==> config.mk <==
export PLATFORM = sky130hd
export DESIGN_NAME = pipe_skid_stage
export DESIGN_NICKNAME = d
export VERILOG_FILES = /design/src/rtl/pipe_skid_stage.sv
export SDC_FILE = /design/constraint.sdc
export NUM_CORES = 1
export LEC_CHECK = 0
export CORE_AREA = 2 2 105 107
export CTS_BUF_LIST = sky130_fd_sc_hd__clkbuf_8 sky130_fd_sc_hd__clkbuf_16
export CTS_CLUSTER_DIAMETER = 50
export CTS_CLUSTER_SIZE = 25
export DETAILED_ROUTE_END_ITERATION = 7
export DIE_AREA = 0 0 107 109
export PLACE_DENSITY = 0.55
export SYNTH_ARGS = -nofsm -noshare
export SYNTH_HDL_FRONTEND = slang
export SYNTH_SLANG_ARGS = --single-unit
==> constraint.sdc <==
create_clock -name CLK -period 1.9 [get_ports CLK]
set_clock_uncertainty 0.1 [all_clocks]
set_input_delay 0.38 -clock CLK [delete_from_list [all_inputs] [get_ports CLK]]
set_output_delay 0.38 -clock CLK [all_outputs]
set_load 0.1 [all_outputs]
==> src/rtl/pipe_skid_stage.sv <==
// -----------------------------------------------------------------------------
// pipe_skid_stage
//   Two-entry skid buffer between two pipeline stages. Upstream pushes words
//   with a valid/ready handshake and downstream pops them at up to one word
//   per cycle. inReady comes straight from a flop, so there is no combinational
//   path from outReady or inValid back to upstream.
//
// Ports
//   CLK        rising-edge clock
//   RSTn       asynchronous active-low reset
//   dataIn     word offered by upstream
//   inValid    upstream has a word on dataIn
//   inReady    block can accept a word (registered)
//   dataOut    word presented downstream (main register)
//   outValid   dataOut holds a valid word
//   outReady   downstream accepts dataOut this cycle
//   flush      synchronous discard of all held words
//   occupancy  number of held words (0, 1 or 2)
// -----------------------------------------------------------------------------
module pipe_skid_stage #(
  parameter int WIDTH = 32
) (
  input  logic             CLK,
  input  logic             RSTn,
  input  logic [WIDTH-1:0] dataIn,
  input  logic             inValid,
  output logic             inReady,
  output logic [WIDTH-1:0] dataOut,
  output logic             outValid,
  input  logic             outReady,
  input  logic             flush,
  output logic [1:0]       occupancy
);

  typedef enum logic [1:0] {
    ST_EMPTY = 2'd0,
    ST_BUSY  = 2'd1,
    ST_FULL  = 2'd2
  } state_t;

  state_t           state_q, state_d;
  logic [WIDTH-1:0] main_q, main_d;
  logic [WIDTH-1:0] skid_q, skid_d;
  logic             in_ready_q, in_ready_d;
  logic             out_valid_q, out_valid_d;
  logic [1:0]       occupancy_q, occupancy_d;

  logic             in_xfer_s;
  logic             out_xfer_s;

  // Handshakes are qualified by the registered flags, never by each other.
  assign in_xfer_s  = inValid && in_ready_q;
  assign out_xfer_s = out_valid_q && outReady;

  // State and storage registers; reset discards everything without a clock.
  always_ff @(posedge CLK or negedge RSTn) begin
    if (!RSTn) begin
      state_q     <= ST_EMPTY;
      main_q      <= {WIDTH{1'b0}};
      skid_q      <= {WIDTH{1'b0}};
      in_ready_q  <= 1'b1;
      out_valid_q <= 1'b0;
      occupancy_q <= 2'd0;
    end else begin
      state_q     <= state_d;
      main_q      <= main_d;
      skid_q      <= skid_d;
      in_ready_q  <= in_ready_d;
      out_valid_q <= out_valid_d;
      occupancy_q <= occupancy_d;
    end
  end

  // Next-state and data-path logic; flush overrides every handshake.
  always_comb begin
    state_d = state_q;
    main_d  = main_q;
    skid_d  = skid_q;
    if (flush) begin
      // Data registers keep stale contents; only the state is cleared.
      state_d = ST_EMPTY;
    end else begin
      case (state_q)
        ST_EMPTY: begin
          if (in_xfer_s) begin
            state_d = ST_BUSY;
            main_d  = dataIn;
          end else begin
            state_d = ST_EMPTY;
          end
        end
        ST_BUSY: begin
          if (in_xfer_s && out_xfer_s) begin
            state_d = ST_BUSY;
            main_d  = dataIn;
          end else if (in_xfer_s) begin
            // Downstream stalled: the extra word lands in the skid register.
            state_d = ST_FULL;
            skid_d  = dataIn;
          end else if (out_xfer_s) begin
            state_d = ST_EMPTY;
          end else begin
            state_d = ST_BUSY;
          end
        end
        ST_FULL: begin
          if (out_xfer_s) begin
            state_d = ST_BUSY;
            main_d  = skid_q;
          end else begin
            state_d = ST_FULL;
          end
        end
        default: begin
          state_d = ST_EMPTY;
        end
      endcase
    end
  end

  // Output decode from the next state so every output is a flop.
  always_comb begin
    in_ready_d  = 1'b1;
    out_valid_d = 1'b0;
    occupancy_d = 2'd0;
    case (state_d)
      ST_EMPTY: begin
        in_ready_d  = 1'b1;
        out_valid_d = 1'b0;
        occupancy_d = 2'd0;
      end
      ST_BUSY: begin
        in_ready_d  = 1'b1;
        out_valid_d = 1'b1;
        occupancy_d = 2'd1;
      end
      ST_FULL: begin
        in_ready_d  = 1'b0;
        out_valid_d = 1'b1;
        occupancy_d = 2'd2;
      end
      default: begin
        in_ready_d  = 1'b1;
        out_valid_d = 1'b0;
        occupancy_d = 2'd0;
      end
    endcase
  end

  assign inReady   = in_ready_q;
  assign outValid  = out_valid_q;
  assign dataOut   = main_q;
  assign occupancy = occupancy_q;

endmodule

# ---- Word-level counts from Yosys, hierarchy flattened
# Index checks and enable logic that the tools add are counted.
dict set report totals {
  register_bits 70
  latch_bits 0
  mem_bits_rw 0
  mem_bits_ro 0
  input_bits 37
  output_inout_bits 36
  wordCells 37
  mem_count 0
}
dict set report op_classes {
  addsub 0
  mul 0
  div_mod_pow 0
  magnitude_cmp 0
  eq_ne 7
  shifts 0
  mux 14
  bitwise_logic 2
  reduce_logical 8
}
# operator n
set op_table {}
lappend op_table {{32-bit 2-to-1 mux} 3}
lappend op_table {{32-bit one-hot mux with 3 select lines} 1}
lappend op_table {{2-bit 2-to-1 mux} 4}
lappend op_table {{2-bit != test, second input constant} 3}
lappend op_table {{2-bit one-hot mux with 3 select lines} 1}
lappend op_table {{5-bit AND reduction} 1}
lappend op_table {{2-bit by 1-bit == test with 1-bit output, second input constant} 2}
lappend op_table {{2-bit == test, second input constant} 2}
lappend op_table {{1-bit 2-to-1 mux} 4}
lappend op_table {{2-bit one-hot mux with 2 select lines} 1}
lappend op_table {{4-bit AND reduction} 1}
lappend op_table {{1-bit logical AND} 3}
lappend op_table {{3-bit nonzero test} 1}
lappend op_table {{2-bit logical NOT} 1}
lappend op_table {{1-bit NOT} 2}
lappend op_table {{2-bit OR reduction} 1}

# ---- Logic depth before layout (Yosys ltp)
dict set report depth {
  word_depth 9
  depth_mapped 7
  mapped_depth_nobuf 5
}

# ---- Least setup slack after synthesis
# No wires, ideal clock.
dict set report synth_path {
  path_kind {register to register}
  from {register out_valid_q (netlist: outValid)}
  to {register main_q[0] (netlist: dataOut[0])}
  setup_time_ns 0.125
  arrival_ns 2.081
  required_time_ns 1.675
  path_slack_ns -0.406
  path_stages_with_launch 5
  n_path_buf 1
  period_less_slack_ns 2.306
  cell_sequence {dfrtp_1 > nand2_1 > a221oi_4 > buf_6 > mux2_2}
}
dict set report synth_via {
  elab_chain_cells 4
  word_cells_on_any_way 5
  cone_classes {eq/ne (2); reduce/logical (3)}
}
# item line
set synth_rtl {}
lappend synth_rtl {{start, declared} 45} ;# logic out_valid_q, out_valid_d;
lappend synth_rtl {{start signal, assigned} 69} ;# out_valid_q <= out_valid_d;
lappend synth_rtl {{1-bit logical AND *} 53} ;# assign out_xfer_s = out_valid_q && outReady;
lappend synth_rtl {{1-bit logical AND} 93} ;# if (in_xfer_s && out_xfer_s) begin
lappend synth_rtl {{2-bit != test (no source line)} -}
lappend synth_rtl {{5-bit AND reduction (no source line) *} -}
lappend synth_rtl {{end signal, assigned} 59} ;# main_q <= {WIDTH{1'b0}};
lappend synth_rtl {{end signal, assigned} 66} ;# main_q <= main_d;
lappend synth_rtl {{end, declared} 42} ;# logic [WIDTH-1:0] main_q, main_d;
# Every way passes the cells marked *; elsewhere a longest branch is shown, timed or not.
# A chain may end at the register's enable or synchronous reset.

# ---- Worst setup path in the final report
dict set report layout_path {
  from {register in_ready_q (netlist: inReady)}
  to {register main_q[4] (netlist: dataOut[4])}
}
dict set report layout_via {
  elab_chain_cells 4
  word_cells_on_any_way 5
  cone_classes {eq/ne (2); reduce/logical (3)}
}
# item line
set layout_rtl {}
lappend layout_rtl {{start, declared} 44} ;# logic in_ready_q, in_ready_d;
lappend layout_rtl {{start signal, assigned} 68} ;# in_ready_q <= in_ready_d;
lappend layout_rtl {{1-bit logical AND *} 52} ;# assign in_xfer_s = inValid && in_ready_q;
lappend layout_rtl {{1-bit logical AND} 93}
lappend layout_rtl {{2-bit != test (no source line)} -}
lappend layout_rtl {{5-bit AND reduction (no source line) *} -}
# Marked as above.

==> insert_results.sql <==
INSERT INTO impl_metrics (metric_group, metric, value, unit) VALUES
('floorplan', 'starting_density', '29.1', '%'),
('power_and_ir_drop', 'power.total', '8.67', 'mW'),
('setup_path', 'critical_path.max_stage_delay', '620', 'ps'),
('global_route', 'grt_overflow_total', '0', ''),
('global_route', 'grt_pass1_wl', '10.2', 'mm'),
('timing', 'fmax', '515', 'MHz'),
('timing', 'rsz_0062_raised_after_global_routing', 'true', ''),
('cells_and_area', 'area_overhead_vs_synth', '54.2', '%'),
('cts', 'h-tree-depth', '3', ''),
('power_and_ir_drop', 'switching_share', '44.0', '%'),
('setup_path', 'critical-path-slowest-cell', 'sky130_fd_sc_hd__dfstp_4', ''),
('floorplan', 'core_area', '10600', 'µm²'),
('timing', 'final-setup-viol-count', '32', ''),
('global_route', 'groute.usage.overall', '11.4', '%'),
('global_route', 'grt_max_degree', '34', ''),
('floorplan', 'die-height', '109', 'µm'),
('floorplan', 'die_width', '107', 'µm'),
('power_and_ir_drop', 'p_leak', '2.06', 'nW'),
('timing', 'fin_crit_sh', '102', '%'),
('setup_path', 'critical_path.max_fanout', '16', ''),
('worst_hold_path', 'tightest_hold_check_type', 'in2async', ''),
('cts', 'cts-root-to-sink-buffers', '2', ''),
('timing', 'timing_worst_slew_pin_value', '381', 'ps'),
('logic_synthesis', 'post-synth-top-area-fraction', '56.0', '%'),
('power_and_ir_drop', 'internal_power', '4.86', 'mW'),
('power_and_ir_drop', 'powerDensity', '1820', 'nW/µm²'),
('global_route', 'grt_pass1_vias', '1990', ''),
('timing', 'timing.final.hold_violations', '0', ''),
('cells_and_area', 'antenna-diode-count', '0', ''),
('floorplan', 'design.die.area', '11700', 'µm²'),
('cells_and_area', 'final.fill_count', '948', ''),
('setup_path', 'capturing_element_type_of_the_critical_path', 'register', ''),
('cts', 'clkSlewWorstSetupHoldPaths', '80', 'ps'),
('cts', 'root_buffer', 'sky130_fd_sc_hd__clkbuf_8', ''),
('floorplan', 'io-pin-count', '73', ''),
('placed_design', 'finalWeightedCongestion', '0.733', ''),
('timing', 'layout_setup_ws', '-42.3', 'ps'),
('outcome', 'outcome', 'complete, but fails checks', ''),
('logic_synthesis', 'total_of_warnings_raised_by_yosys', '0', ''),
('logic_synthesis', 'netlist_area', '3080', 'µm²'),
('detailed_routing', 'finalWirelength', '6.40', 'mm'),
('power_and_ir_drop', 'comb_power_share', '53.7', '%'),
('cts', 'tritoncts.num_buffers', '9', ''),
('detailed_routing', 'routed-via-count', '1905', ''),
('power_and_ir_drop', 'fraction_of_power_consumed_by_the_clock_network', '15.8', '%'),
('detailed_routing', 'detail_route.first_pass.iterations', '4', ''),
('placed_design', 'detailed_place_hpwl', '4.18', 'mm'),
('cells_and_area', 'design.final.nets', '331', ''),
('cts', 'clock_sink_count', '70', ''),
('detailed_routing', 'initialDrtViolationCount', '30', ''),
('power_and_ir_drop', 'ir_drop', '1.12', 'mV'),
('detailed_routing', 'vias_per_cell', '4.37', ''),
('setup_path', 'setup.reg_to_reg.worst_slack', '-40', 'ps'),
('logic_synthesis', 'post_synth_num_cell_types', '22', ''),
('floorplan', 'row_count', '38', ''),
('cts', 'worst_skew_pair.late_latency', '330', 'ps'),
('outcome', 'failed_checks', 'negative setup slack', ''),
('timing', 'slew_viol_final', '0', ''),
('logic_synthesis', 'syn-num-nets', '239', ''),
('logic_synthesis', 'synth.top_cells.by_area', 'sky130_fd_sc_hd__dfrtp_1, sky130_fd_sc_hd__mux2_2, sky130_fd_sc_hd__buf_6', ''),
('detailed_routing', 'drt.antenna.violating_nets', '0', ''),
('logic_synthesis', 'sequential_element_share_of_the_synthesized_area', '56.8', '%'),
('cts', 'cts_tree', 'done', ''),
('placed_design', 'placement.io_buffers', '72', ''),
('logic_synthesis', 'synth-seq-cells', '70', ''),
('setup_path', 'setup.worst_path.start_class', 'register', ''),
('logic_synthesis', 'syn_avg_cell_area', '15.5', 'µm²'),
('flow_run', 'max_cap_viol_count', '0', ''),
('logic_synthesis', 'postSynthCellCount', '199', ''),
('detailed_routing', 'routedWlPerCell', '14.7', 'µm'),
('cells_and_area', 'share_of_cells_above_drive_strength_1', '58.1', '%');
-- cells in the mapped netlist --
| library cell | instances |
|---|---|
| sky130_fd_sc_hd__and4b_1 | 1 |
| sky130_fd_sc_hd__ha_1 | 3 |
| sky130_fd_sc_hd__nor2b_1 | 1 |
| sky130_fd_sc_hd__mux2i_1 | 1 |
| sky130_fd_sc_hd__a21o_1 | 1 |
| sky130_fd_sc_hd__dfrtp_1 | 69 |
| sky130_fd_sc_hd__dfstp_2 | 1 |
| sky130_fd_sc_hd__mux2_2 | 95 |
| sky130_fd_sc_hd__nand2b_1 | 1 |
| sky130_fd_sc_hd__buf_6 | 4 |
| sky130_fd_sc_hd__a21oi_1 | 2 |
| sky130_fd_sc_hd__inv_1 | 3 |
| sky130_fd_sc_hd__a22o_1 | 1 |
| sky130_fd_sc_hd__or2_2 | 1 |
| sky130_fd_sc_hd__nor2_1 | 1 |
| sky130_fd_sc_hd__mux2_1 | 1 |
| sky130_fd_sc_hd__a221oi_4 | 1 |
| sky130_fd_sc_hd__nand2_1 | 3 |
| sky130_fd_sc_hd__o21ai_0 | 1 |
| sky130_fd_sc_hd__nand3b_1 | 1 |
| sky130_fd_sc_hd__buf_2 | 6 |
| sky130_fd_sc_hd__a211oi_1 | 1 |
-- per-stage QoR --
| stage | std cells | util, % | setup WS, ps | cell area (µm²) | hold slack (ps) |
|---|---|---|---|---|---|
| CTS | 432 | 44.4 | -66.3 | 4700 | 388 |
| detailed placement | 415 | 42.0 | -319 | 4450 | 229 |
| finish | 436 | 44.8 | -42.3 | 4750 | 401 |
| global route | 436 | 44.8 | -156 | 4750 | 409 |
| global placement | 415 | 42.0 | -276 | 4450 | 221 |
| floorplan | 199 | - | -203 | 3090 | -15.6 |
-- cells by family (layout without fill, tap and decap cells) --
kind of cell / count (synthesis) / count (layout) / share of synthesized area [%]
mux: 97 / 97 / 35.4
flops: 70 / 70 / 56.8
buf+inv: 13 / 110 / 2.80
simple gates: 9 / 9 / 1.66
compound gates: 7 / 7 / 2.11
fa+ha+maj: 3 / 3 / 1.22
-- layout by cell type (no fill, tap or decap), types with 2 or more instances in the layout --
cell                               n
sky130_fd_sc_hd__nand2_1           2
sky130_fd_sc_hd__clkbuf_8         11
sky130_fd_sc_hd__mux2_2           93
sky130_fd_sc_hd__buf_12           42
sky130_fd_sc_hd__buf_4            11
sky130_fd_sc_hd__mux2_4            2
sky130_fd_sc_hd__ha_1              3
sky130_fd_sc_hd__clkdlybuf4s50_1  35
sky130_fd_sc_hd__bufinv_16         2
sky130_fd_sc_hd__dfrtp_1          68
sky130_fd_sc_hd__a21oi_1           2
sky130_fd_sc_hd__inv_1             3
-- sequential cells by signal, indices dropped and copies added (netlist names) --
| register | flops |
|---|---|
| dataOut | 32 |
| inReady | 1 |
| occupancy | 2 |
| outValid | 1 |
| skid_q | 32 |
| state_q | 2 |
-- critical path, delay by kind of cell, from the launching register on --
family	cells	cell delay, ps
and+or+nand+nor	1	140
buffers and inverters	2	310
AOI/OAI and AO/OA	1	300
DFF	1	620
muxes	1	350
-- path summary, 6_finish.rpt --
| path | start | endpoint | cells past startpoint |
|---|---|---|---|
| worst min register to register | skid_q[8]$_DFFE_PN0P_ | skid_q[8]$_DFFE_PN0P_ | 1 |
| max in group asynchronous | RSTn | inReady$_DFF_PN1_ | 3 |
| worst min-delay path | RSTn | dataOut[21]$_DFFE_PN0P_ | 2 |
| min in group CLK | skid_q[8]$_DFFE_PN0P_ | skid_q[8]$_DFFE_PN0P_ | 1 |
| worst max register to register | inReady$_DFF_PN1_ | dataOut[4]$_DFFE_PN0P_ | 5 |
| worst max-delay path | inReady$_DFF_PN1_ | dataOut[4]$_DFFE_PN0P_ | 5 |
-- layer usage --
layer	vias up	part of all wire, %	GRT usage (%)
met5	-	0	0
met3	7	5.2	2.75
met1	949	50	16.0
met2	57	44	16.7
met4	0	0.94	4.73
li1	892	-	-
-- power groups by stage --
stage	Clock [mW]	Sequential (mW)	Combinational (mW)
final	1.37	2.64	4.66
after CTS	1.42	2.66	4.66
after detailed placement	0	2.68	4.65
after global placement	0	2.67	4.60
after global routing	1.47	2.73	4.81
after floorplan	0	4.68	0.796
-- layout make-up --
cell class                 count  area (µm²)  share of cell area, %
multi-input combinational    116        1260                   26.4
inverter                       3        11.3                  0.237
timing repair buffer          91        1320                   27.8
tap                          140         175                   3.68
clock buffer                  11         151                   3.18
clock inverter                 5        81.3                   1.71
sequential                    70        1760                   37.0
-- repair_timing --
item,CTS,global route
resized for setup,2,0
hold buffers,1,0
cloned,0,2
setup buffers,0,2
hold endpoints to repair,23,0
endpoints found under the setup margin,32,33
(Power assumes the default switching activity.)
